**config.mk**
```make
export PLATFORM = sky130hd
export DESIGN_NAME = block_mem_responder_flat
export DESIGN_NICKNAME = d
export VERILOG_FILES = /design/src/rtl/block_mem_responder_if.sv /design/src/rtl/block_mem_responder.sv /design/src/flat_wrapper.sv
export SDC_FILE = /design/constraint.sdc
export NUM_CORES = 1
export LEC_CHECK = 0
export BUFFER_PORTS_ARGS = -buffer_cell sky130_fd_sc_hd__buf_2
export CORE_ASPECT_RATIO = 0.5
export CORE_MARGIN = 10
export CORE_UTILIZATION = 58
export CTS_CLUSTER_DIAMETER = 50
export CTS_CLUSTER_SIZE = 10
export DETAILED_ROUTE_END_ITERATION = 10
export PLACE_DENSITY = 0.83
export SLEW_MARGIN = 40
export SYNTH_ARGS = -nofsm -noshare
export SYNTH_HDL_FRONTEND = slang
export SYNTH_SLANG_ARGS = --single-unit
export TNS_END_PERCENT = 20
```
**constraint.sdc**
```tcl
create_clock -name clock -period 82.6 [get_ports clock]
set_clock_uncertainty 0.1 [all_clocks]
set_input_delay 24.78 -clock clock [delete_from_list [all_inputs] [get_ports clock]]
set_output_delay 24.78 -clock clock [all_outputs]
set_load 0.05 [all_outputs]
```
**src/rtl/block_mem_responder_if.sv**
```systemverilog
// Block-port bundle between the processor, the block responder and the 32-bit word RAM.
// Slave modport is the responder; master is the processor-plus-RAM side.
interface block_mem_responder_if #(
  parameter int WORD_W      = 32,
  parameter int BLOCK_WORDS = 8,
  parameter int ADDR_W      = 11
);
  localparam int RAM_AW = ADDR_W + $clog2(BLOCK_WORDS);

  logic [ADDR_W-1:0]             io_memAddrs;
  logic                          io_memRead;
  logic                          io_memWrite;
  logic [WORD_W*BLOCK_WORDS-1:0] io_memWriteBlock;
  logic [WORD_W*BLOCK_WORDS-1:0] io_memReadBlock;
  logic                          io_memReady;
  logic                          io_busy;
  logic [RAM_AW-1:0]             ram_addr;
  logic [WORD_W-1:0]             ram_wdata;
  logic                          ram_we;
  logic [WORD_W-1:0]             ram_rdata;

  modport slave (
    input  io_memAddrs, io_memRead, io_memWrite, io_memWriteBlock, ram_rdata,
    output io_memReadBlock, io_memReady, io_busy, ram_addr, ram_wdata, ram_we
  );

  modport master (
    output io_memAddrs, io_memRead, io_memWrite, io_memWriteBlock, ram_rdata,
    input  io_memReadBlock, io_memReady, io_busy, ram_addr, ram_wdata, ram_we
  );
endinterface

```
**src/rtl/block_mem_responder.sv**
```systemverilog
// Serves 256-bit block reads/writes against a word-wide sync RAM, one word per cycle.
// Write ready 9 cycles after acceptance, read ready 10; requests are held by the requester until io_memReady.
module block_mem_responder #(
  parameter int WORD_W      = 32,
  parameter int BLOCK_WORDS = 8,
  parameter int ADDR_W      = 11
) (
  input  logic                 clock,
  input  logic                 reset,
  block_mem_responder_if.slave bus
);
  localparam int IDX_W  = $clog2(BLOCK_WORDS);
  localparam logic [IDX_W-1:0] LAST_IDX = IDX_W'(BLOCK_WORDS - 1);

  typedef enum logic [2:0] {IDLE, WRITE, READ, DRAIN, DONE} state_t;

  state_t state, stateNext;

  logic [ADDR_W-1:0]                      addrReg;
  logic [IDX_W-1:0]                       idx;
  logic [IDX_W-1:0]                       idxInc;
  logic [IDX_W-1:0]                       idxPrev;
  logic [BLOCK_WORDS-1:0][WORD_W-1:0]     wBlock;
  logic [BLOCK_WORDS-2:0][WORD_W-1:0]     capBuf;
  logic [BLOCK_WORDS-1:0][WORD_W-1:0]     readBlock;
  logic [ADDR_W+IDX_W-1:0]                ramAddr;
  logic [WORD_W-1:0]                      ramWdata;
  logic                                   ramWe;

  assign idxInc  = idx + IDX_W'(1);
  assign idxPrev = idx - IDX_W'(1);

  always_ff @(posedge clock or posedge reset) begin
    if (reset) state <= IDLE;
    else       state <= stateNext;
  end

  always_comb begin
    stateNext       = state;
    bus.io_memReady = 1'b0;
    bus.io_busy     = 1'b1;
    case (state)
      IDLE: begin
        bus.io_busy = 1'b0;
        if (bus.io_memWrite)     stateNext = WRITE;
        else if (bus.io_memRead) stateNext = READ;
      end
      WRITE: if (idx == LAST_IDX) stateNext = DONE;
      READ:  if (idx == LAST_IDX) stateNext = DRAIN;
      DRAIN: stateNext = DONE;
      DONE: begin
        bus.io_memReady = 1'b1;
        stateNext       = IDLE;
      end
      default: stateNext = IDLE;
    endcase
  end

  // RAM-side outputs are registered so they hold their last value between transfers.
  always_ff @(posedge clock or posedge reset) begin
    if (reset) begin
      addrReg   <= '0;
      idx       <= '0;
      wBlock    <= '0;
      capBuf    <= '0;
      readBlock <= '0;
      ramAddr   <= '0;
      ramWdata  <= '0;
      ramWe     <= 1'b0;
    end else begin
      case (state)
        IDLE: begin
          if (bus.io_memWrite || bus.io_memRead) begin
            addrReg <= bus.io_memAddrs;
            idx     <= '0;
            ramAddr <= {bus.io_memAddrs, {IDX_W{1'b0}}};
          end
          if (bus.io_memWrite) begin
            wBlock   <= bus.io_memWriteBlock;
            ramWdata <= bus.io_memWriteBlock[WORD_W-1:0];
            ramWe    <= 1'b1;
          end
        end
        WRITE: begin
          if (idx == LAST_IDX) begin
            ramWe <= 1'b0;
            idx   <= '0;
          end else begin
            idx      <= idxInc;
            ramAddr  <= {addrReg, idxInc};
            ramWdata <= wBlock[idxInc];
          end
        end
        READ: begin
          // Data for the word issued last cycle is on ram_rdata now.
          if (idx != '0) capBuf[idxPrev] <= bus.ram_rdata;
          if (idx == LAST_IDX) begin
            idx <= '0;
          end else begin
            idx     <= idxInc;
            ramAddr <= {addrReg, idxInc};
          end
        end
        DRAIN: readBlock <= {bus.ram_rdata, capBuf};
        default: ;
      endcase
    end
  end

  assign bus.io_memReadBlock = readBlock;
  assign bus.ram_addr        = ramAddr;
  assign bus.ram_wdata       = ramWdata;
  assign bus.ram_we          = ramWe;
endmodule

```
**src/flat_wrapper.sv**
```systemverilog
// flat-port wrapper written by rule: the top's interface ports become plain ports
module block_mem_responder_flat 
#(
  parameter int WORD_W      = 32,
  parameter int BLOCK_WORDS = 8,
  parameter int ADDR_W      = 11
)
  (clock, reset, bus_io_memAddrs, bus_io_memRead, bus_io_memWrite, bus_io_memWriteBlock, bus_ram_rdata, bus_io_memReadBlock, bus_io_memReady, bus_io_busy, bus_ram_addr, bus_ram_wdata, bus_ram_we);
  block_mem_responder_if #(.WORD_W(WORD_W), .BLOCK_WORDS(BLOCK_WORDS), .ADDR_W(ADDR_W)) bus_i ();
  input  logic clock;
  input  logic reset;
  input wire logic [$bits(bus_i.io_memAddrs)-1:0] bus_io_memAddrs;
  input wire logic [$bits(bus_i.io_memRead)-1:0] bus_io_memRead;
  input wire logic [$bits(bus_i.io_memWrite)-1:0] bus_io_memWrite;
  input wire logic [$bits(bus_i.io_memWriteBlock)-1:0] bus_io_memWriteBlock;
  input wire logic [$bits(bus_i.ram_rdata)-1:0] bus_ram_rdata;
  output wire logic [$bits(bus_i.io_memReadBlock)-1:0] bus_io_memReadBlock;
  output wire logic [$bits(bus_i.io_memReady)-1:0] bus_io_memReady;
  output wire logic [$bits(bus_i.io_busy)-1:0] bus_io_busy;
  output wire logic [$bits(bus_i.ram_addr)-1:0] bus_ram_addr;
  output wire logic [$bits(bus_i.ram_wdata)-1:0] bus_ram_wdata;
  output wire logic [$bits(bus_i.ram_we)-1:0] bus_ram_we;
  assign bus_i.io_memAddrs = bus_io_memAddrs;
  assign bus_i.io_memRead = bus_io_memRead;
  assign bus_i.io_memWrite = bus_io_memWrite;
  assign bus_i.io_memWriteBlock = bus_io_memWriteBlock;
  assign bus_i.ram_rdata = bus_ram_rdata;
  assign bus_io_memReadBlock = bus_i.io_memReadBlock;
  assign bus_io_memReady = bus_i.io_memReady;
  assign bus_io_busy = bus_i.io_busy;
  assign bus_ram_addr = bus_i.ram_addr;
  assign bus_ram_wdata = bus_i.ram_wdata;
  assign bus_ram_we = bus_i.ram_we;
  block_mem_responder #(.WORD_W(WORD_W), .BLOCK_WORDS(BLOCK_WORDS), .ADDR_W(ADDR_W)) u_core (.clock(clock), .reset(reset), .bus(bus_i));
endmodule
```
==> flow_summary.toml, run 1 <==
[hold_path]
hold_class = "flop to flop"
hold_path.startpoint = "u_core.wBlock[41]"
min_to = "u_core.wBlock[41]"
min_path_cells = 2

[power_and_ir_drop]
p_comb_share_pct = 44.5
internal-power_mw = 1.04
p_seq_share_pct = 36.8
switchingPower_mw = 0.792
pwr-share-clk_pct = 18.7
peakVddDrop_mv = 0.0388
p_per_area_mw_per_mm2 = 47.0
swShare_pct = 43.3
p_leak_nw = 20.5

[global_route]
grtUsageTotal_pct = 25.5
grt_pass1_vias = 24289
grt_pass1_wl_um = 136000
antenna_found_initial = 12
grt_max_degree = 114
overflow = 0

[logic_synthesis]
ys.flop_type = "dfrtp_1"
ys_types = 39
synth.area.mux_share_pct = 21.9
async_reset_ff_share_pct = 100
syn_area_mm2 = 0.0328
syn-num-nets = 3020
syn-instance-count = 2713
synthXorXnorAreaFrac_pct = 0.134
synth_edf_count = 0
yosysWarnings = 0
syn_area_per_cell_um2 = 12.1
yosys_register_bits = 800
ys_seq_area_share_pct = 61.1
yosys.area_share.simple_pct = 13.0
synth_fa_ha_area_share_pct = 0.153
synth_compound_area_share_pct = 1.12
synth_top_family_by_area = "multiplexers"

[place]
io_buffer_count = 607
pre_cts_ws_ns = 54.97
gp_congestion = 0.835
dp.final_hpwl_um = 58500

[worst_setup_path]
r2r-end = "u_core.capBuf[134]"
worstPathMaxFanout = 11
start_kind = "flop"
worstReg2RegStart = "u_core.idx[0]"
reg2regPathDepth = 8
rrSetupSlack_ns = 79.24
required_ns = 57.72
worst_ep_arrival_time_ns = 1.97
path_class = "flop to output port"
crit_path_end_kind = "output port"

[drt]
vias = 22649
drt-initial-drc-count = 1577
wire_per_inst_um = 21.6
drc = 0
detail_route.first_pass.iterations = 5
routed_via_density = 5.59
finalWirelength_um = 87600
ant_nets = 0

[sta]
min_period_ns = 26.85
worstMarginPinSlew_ns = 0.872
setup_viol = 0
rsz0062_at_grt = "false"
finalCritPeriodShare_pct = 32.5
tns_ns = 0
setup_ws_ns = 55.75
finalHoldViolations = 0
max_freq_mhz = 37.2
maxSlewViolCount = 0
max_slew_margin_pct = 41.9

[layout]
post_route_cells_drive_above_1_share_pct = 38.2
fin_nets = 3584
syn_to_final_growth_pct = 18.6
mostFrequentLayoutCells = "799 x dfrtp_1, 776 x nand2_1, 607 x buf_2"
multi_input_area_mm2 = 0.0120
fill_cells = 3921
register_area_mm2 = 0.0200
layout.cells.most_common = "dfrtp_1"

[die]
die_h_um = 188
die_x_um = 356
rows = 61
coreArea_mm2 = 0.0557
ios = 608
start_util_pct = 58.8
die-area_mm2 = 0.0670

[job]
drv_cap = 0

[cts]
post_cts_buffers = 0
htree_levels = 3
cts_inserted_buffers = 90
clock_latency_ns = 0.62
cts_sinks = 800
tritoncts = "yes"
cts_hold_buf = 0
cts_resized = 0
clk_path_buf_depth = 3
cts.reportedPaths.clkPinSlew_ns = 0.06
cts_root_buf = "clkbuf_16"

[outcome]
status = "finished clean"
==> synthesized netlist by cell type, types with 32 or more instances <==
| library cell | count | area share (%) |
|---|---|---|
| a211oi_1 | 32 | 0.73 |
| buf_2 | 90 | 1.4 |
| clkbuf_1 | 55 | 0.63 |
| dfrtp_1 | 800 | 61 |
| mux2_2 | 429 | 15 |
| mux2_4 | 60 | 2.7 |
| mux2i_1 | 143 | 4.4 |
| nand2_1 | 777 | 8.9 |
| nand3_1 | 128 | 2.0 |
| nand4_1 | 32 | 0.61 |
| nor2_1 | 54 | 0.62 |
| nor3_1 | 34 | 0.52 |
==> power by group through the flow <==
| stage | Sequential (mW) | Combinational [mW] | Clock, mW |
|---|---|---|---|
| detailed placement | 0.676 | 0.815 | 0 |
| floorplan | 0.884 | 0.391 | 0 |
| global route | 0.691 | 0.872 | 0.363 |
| global placement | 0.665 | 0.791 | 0 |
| CTS | 0.672 | 0.820 | 0.346 |
| finish | 0.673 | 0.814 | 0.341 |
==> how the worst max path moves through the flow <==
stage / start / to / depth (start not counted)
after global routing: reset / u_core.bus.io_memReadBlock[219] / 6
after detailed placement: reset / u_core.bus.io_memReadBlock[53] / 6
final: u_core.state[1] / bus_io_busy / 3
after CTS: reset / u_core.capBuf[117] / 6
after floorplan: reset / u_core.addrReg[0] / 1
after global placement: reset / u_core.idx[0] / 4
==> worst max-delay path, stage by stage (launching register included) <==
cell and delay [ns]:
dfrtp_1 0.54, nor3_2 0.38, inv_1 0.18, buf_2 0.26
==> per-stage QoR <==
step / util, % / hold WS, ns / power, mW / std cells / instance area, um^2
2_1_floorplan: - / 0.345 / 1.28 / 2713 / 32800
3_3_place_gp: 65.2 / 0.356 / 1.46 / 3936 / 36300
3_5_place_dp: 65.4 / 0.361 / 1.49 / 3941 / 36500
4_1_cts: 69.7 / 0.375 / 1.84 / 4040 / 38800
5_1_grt: 69.8 / 0.387 / 1.93 / 4052 / 38900
6_report: 69.8 / 0.370 / 1.83 / 4052 / 38900
==> sequential cells by signal, indices dropped and copies added (netlist names) <==
| name | count |
|---|---|
| u_core.addrReg | 11 |
| u_core.bus.io_memReadBlock | 256 |
| u_core.bus.ram_addr | 14 |
| u_core.bus.ram_wdata | 32 |
| u_core.bus.ram_we | 1 |
| u_core.capBuf | 224 |
| u_core.idx | 3 |
| u_core.state | 3 |
| u_core.wBlock | 256 |
==> kinds of logic (layout without fill, tap and decap cells) <==
family	Yosys count	count (layout)
AOI/OAI and AO/OA	53	53
xor gates and xnor gates	5	5
adders and majority gates	4	4
buffers and inverters	176	747
DFF	800	800
muxes	634	634
other	0	12
and+or+nand+nor	1041	1041
==> metal layers <==
metal | track usage, % | vias up | share of wire (%)
met4 | 15.3 | 0 | 6.2
li1 | - | 10222 | -
met1 | 28.8 | 11387 | 37
met2 | 45.2 | 753 | 52
met5 | 0 | - | 0
met3 | 4.19 | 287 | 4.5
==> cell type report <==
type	count	share of cell area, %
well taps	756	2.43
flip-flops and latches	800	51.5
multi-input cells	1737	30.9
clock inverters	7	0.232
diodes	12	0.0773
clock buffers	92	5.84
repair buffers	642	8.91
inverters	6	0.0901
Power figures use the tool's default switching activity.
==> run 2: changes to the inputs <==
Settings changed: CORE_UTILIZATION 58 to 50, PLACE_DENSITY 0.83 to 0.76.
Clock period 82.6 ns to 24 ns, I/O delays scaled along.
==> run 2 against run 1 <==
Sequential cell count stayed put. Setup slack worse by 41 ns. First-iteration DRC count is 4.7% higher. Critical path depth is 4 higher. Power grew to 3.5 times the previous value. Die area is 15% higher. Wire length is 1.2% higher. Worst hold slack worse by 0.0019 ns. Sequential power grew to 3.4 times the previous value. Final cell count is 3.2% higher. Critical path type is now primary input to async pin. Critical endpoint is now u_core.bus.io_memReadBlock[99].
==> flow_summary.toml, run 2 (synthesis results as in run 1) <==
[outcome]
status = "finished clean"

[power_and_ir_drop]
p_per_area_mw_per_mm2 = 162
p_leak_nw = 20.6
peakVddDrop_mv = 0.103
total_power_mw = 6.34

[layout]
post_route_cells_drive_above_1_share_pct = 38.3
mostFrequentLayoutCells = "799 x dfrtp_1, 776 x nand2_1, 607 x buf_2"
final_area_mm2 = 0.0392
layout.cells.most_common = "dfrtp_1"
finish.utilization_pct = 60.4
fill_cells = 5156
final_cells = 4180
syn_to_final_growth_pct = 19.6
fin_nets = 3587

[worst_setup_path]
crit_path_end_kind = "async pin"
crit_start = "reset"
cp_slowest_cell = "buf_6"
cp_num_buf_inv = 7
critPathMaxStageDelay_ns = 0.62
worstPathMaxFanout = 92
reg2regPathDepth = 7
r2r-end = "u_core.capBuf[168]"
crit_family = "buffers and inverters"
rrSetupSlack_ns = 20.58
path_class = "primary input to async pin"
cpMostUsedCell = "buf_6"
worstReg2RegStart = "u_core.idx[0]"
required_ns = 24.63
start_kind = "primary input"
worst_ep_arrival_time_ns = 10.34
cp_cell_sequence = "buf_2, clkinvlp_4, buf_6, buf_12, buf_6, buf_6, buf_6"

[sta]
setup_ws_ns = 14.30
rsz0062_at_grt = "false"
max_slew_margin_pct = 42.6
min_period_ns = 9.70
maxSlewViolCount = 0
holdWs_ns = 0.369
worstMarginPinSlew_ns = 0.861
finalCritPeriodShare_pct = 40.4
setup_viol = 0
finalHoldViolations = 0
max_freq_mhz = 103
tns_ns = 0

[cts]
cts_hold_buf = 0
htree_levels = 3
cts_root_buf = "clkbuf_16"
post_cts_buffers = 0
tritoncts = "yes"
clk_path_buf_depth = 3
cts_sinks = 800
clock_latency_ns = 0.65
cts.reportedPaths.clkPinSlew_ns = 0.05
cts_resized = 0
cts_inserted_buffers = 90

[die]
die-area_mm2 = 0.0768
die_h_um = 201
start_util_pct = 50.5
rows = 66
coreArea_mm2 = 0.0649
die_x_um = 382
ios = 608

[place]
io_buffer_count = 607
gp_congestion = 0.818
dp.final_hpwl_um = 58800
post-place-cells = 4071
pre_cts_ws_ns = 13.26
dpl-instance-area_mm2 = 0.0367

[drt]
wire_per_inst_um = 21.2
drt-initial-drc-count = 1651
routed_via_density = 5.36
finalWirelength_um = 88600
detail_route.first_pass.iterations = 7
ant_nets = 0
drc = 0
vias = 22422

[global_route]
antenna_found_initial = 6
overflow = 0
grtUsageTotal_pct = 22.5
grt_pass1_wl_um = 137000
grt_pass1_vias = 23902
grt_max_degree = 141

[hold_path]
min_to = "u_core.wBlock[173]"
min_path_cells = 2
hold_path.startpoint = "u_core.wBlock[173]"
hold_class = "flop to flop"

[job]
drv_cap = 0
## run 2: changes by cell type in the layout (fill, tap and decap cells not counted), sizes merged
cell,delta
diode,-7
buf,+3
clkinv,-1
clkbuf,+5
## run 2: worst max path at each step
stage                                      end  slack (ns)  cells after the start
2_1_floorplan                u_core.addrReg[0]        5.72                      1
3_3_place_gp    u_core.bus.io_memReadBlock[69]       12.26                      7
3_5_place_dp                 u_core.capBuf[37]       13.26                      7
4_1_cts        u_core.bus.io_memReadBlock[162]       13.95                      7
5_1_grt                     u_core.capBuf[133]       13.85                      7
6_report        u_core.bus.io_memReadBlock[99]       14.30                      7
## run 2: worst reg2reg max path, delay by kind of cell, from the launching register on
kind | cells | cell delay, ns
buffers and inverters | 3 | 0.97
flip-flops | 1 | 0.42
AND/OR/NAND/NOR | 2 | 0.78
adder cells (fa/ha/maj) | 1 | 0.62
multiplexers | 1 | 0.41
## run 2: area by class of cell
| cell class | instances | area (um^2) | area share [%] |
|---|---|---|---|
| Sequential cell | 800 | 20000 | 51.1 |
| Multi-Input combinational cell | 1737 | 12000 | 30.7 |
| Timing Repair Buffer | 645 | 3530 | 9.02 |
| Clock buffer | 97 | 2350 | 6.00 |
| Tap cell | 884 | 1110 | 2.82 |
| Clock inverter | 6 | 121 | 0.310 |
| Inverter | 6 | 26.3 | 0.0670 |
| Antenna cell | 5 | 12.5 | 0.0319 |
## run 2: per-layer routing
| layer | global-route usage [%] | share of wire, % |
|---|---|---|
| met1 | 26.0 | 38 |
| met2 | 40.6 | 54 |
| met3 | 3.50 | 3.5 |
| met4 | 10.5 | 4.5 |
| met5 | 0 | 0 |
## run 2: power breakdown
part	switching [mW]	internal [mW]
Clock	0.524	0.689
Sequential	0.361	1.96
Combinational	1.86	0.946
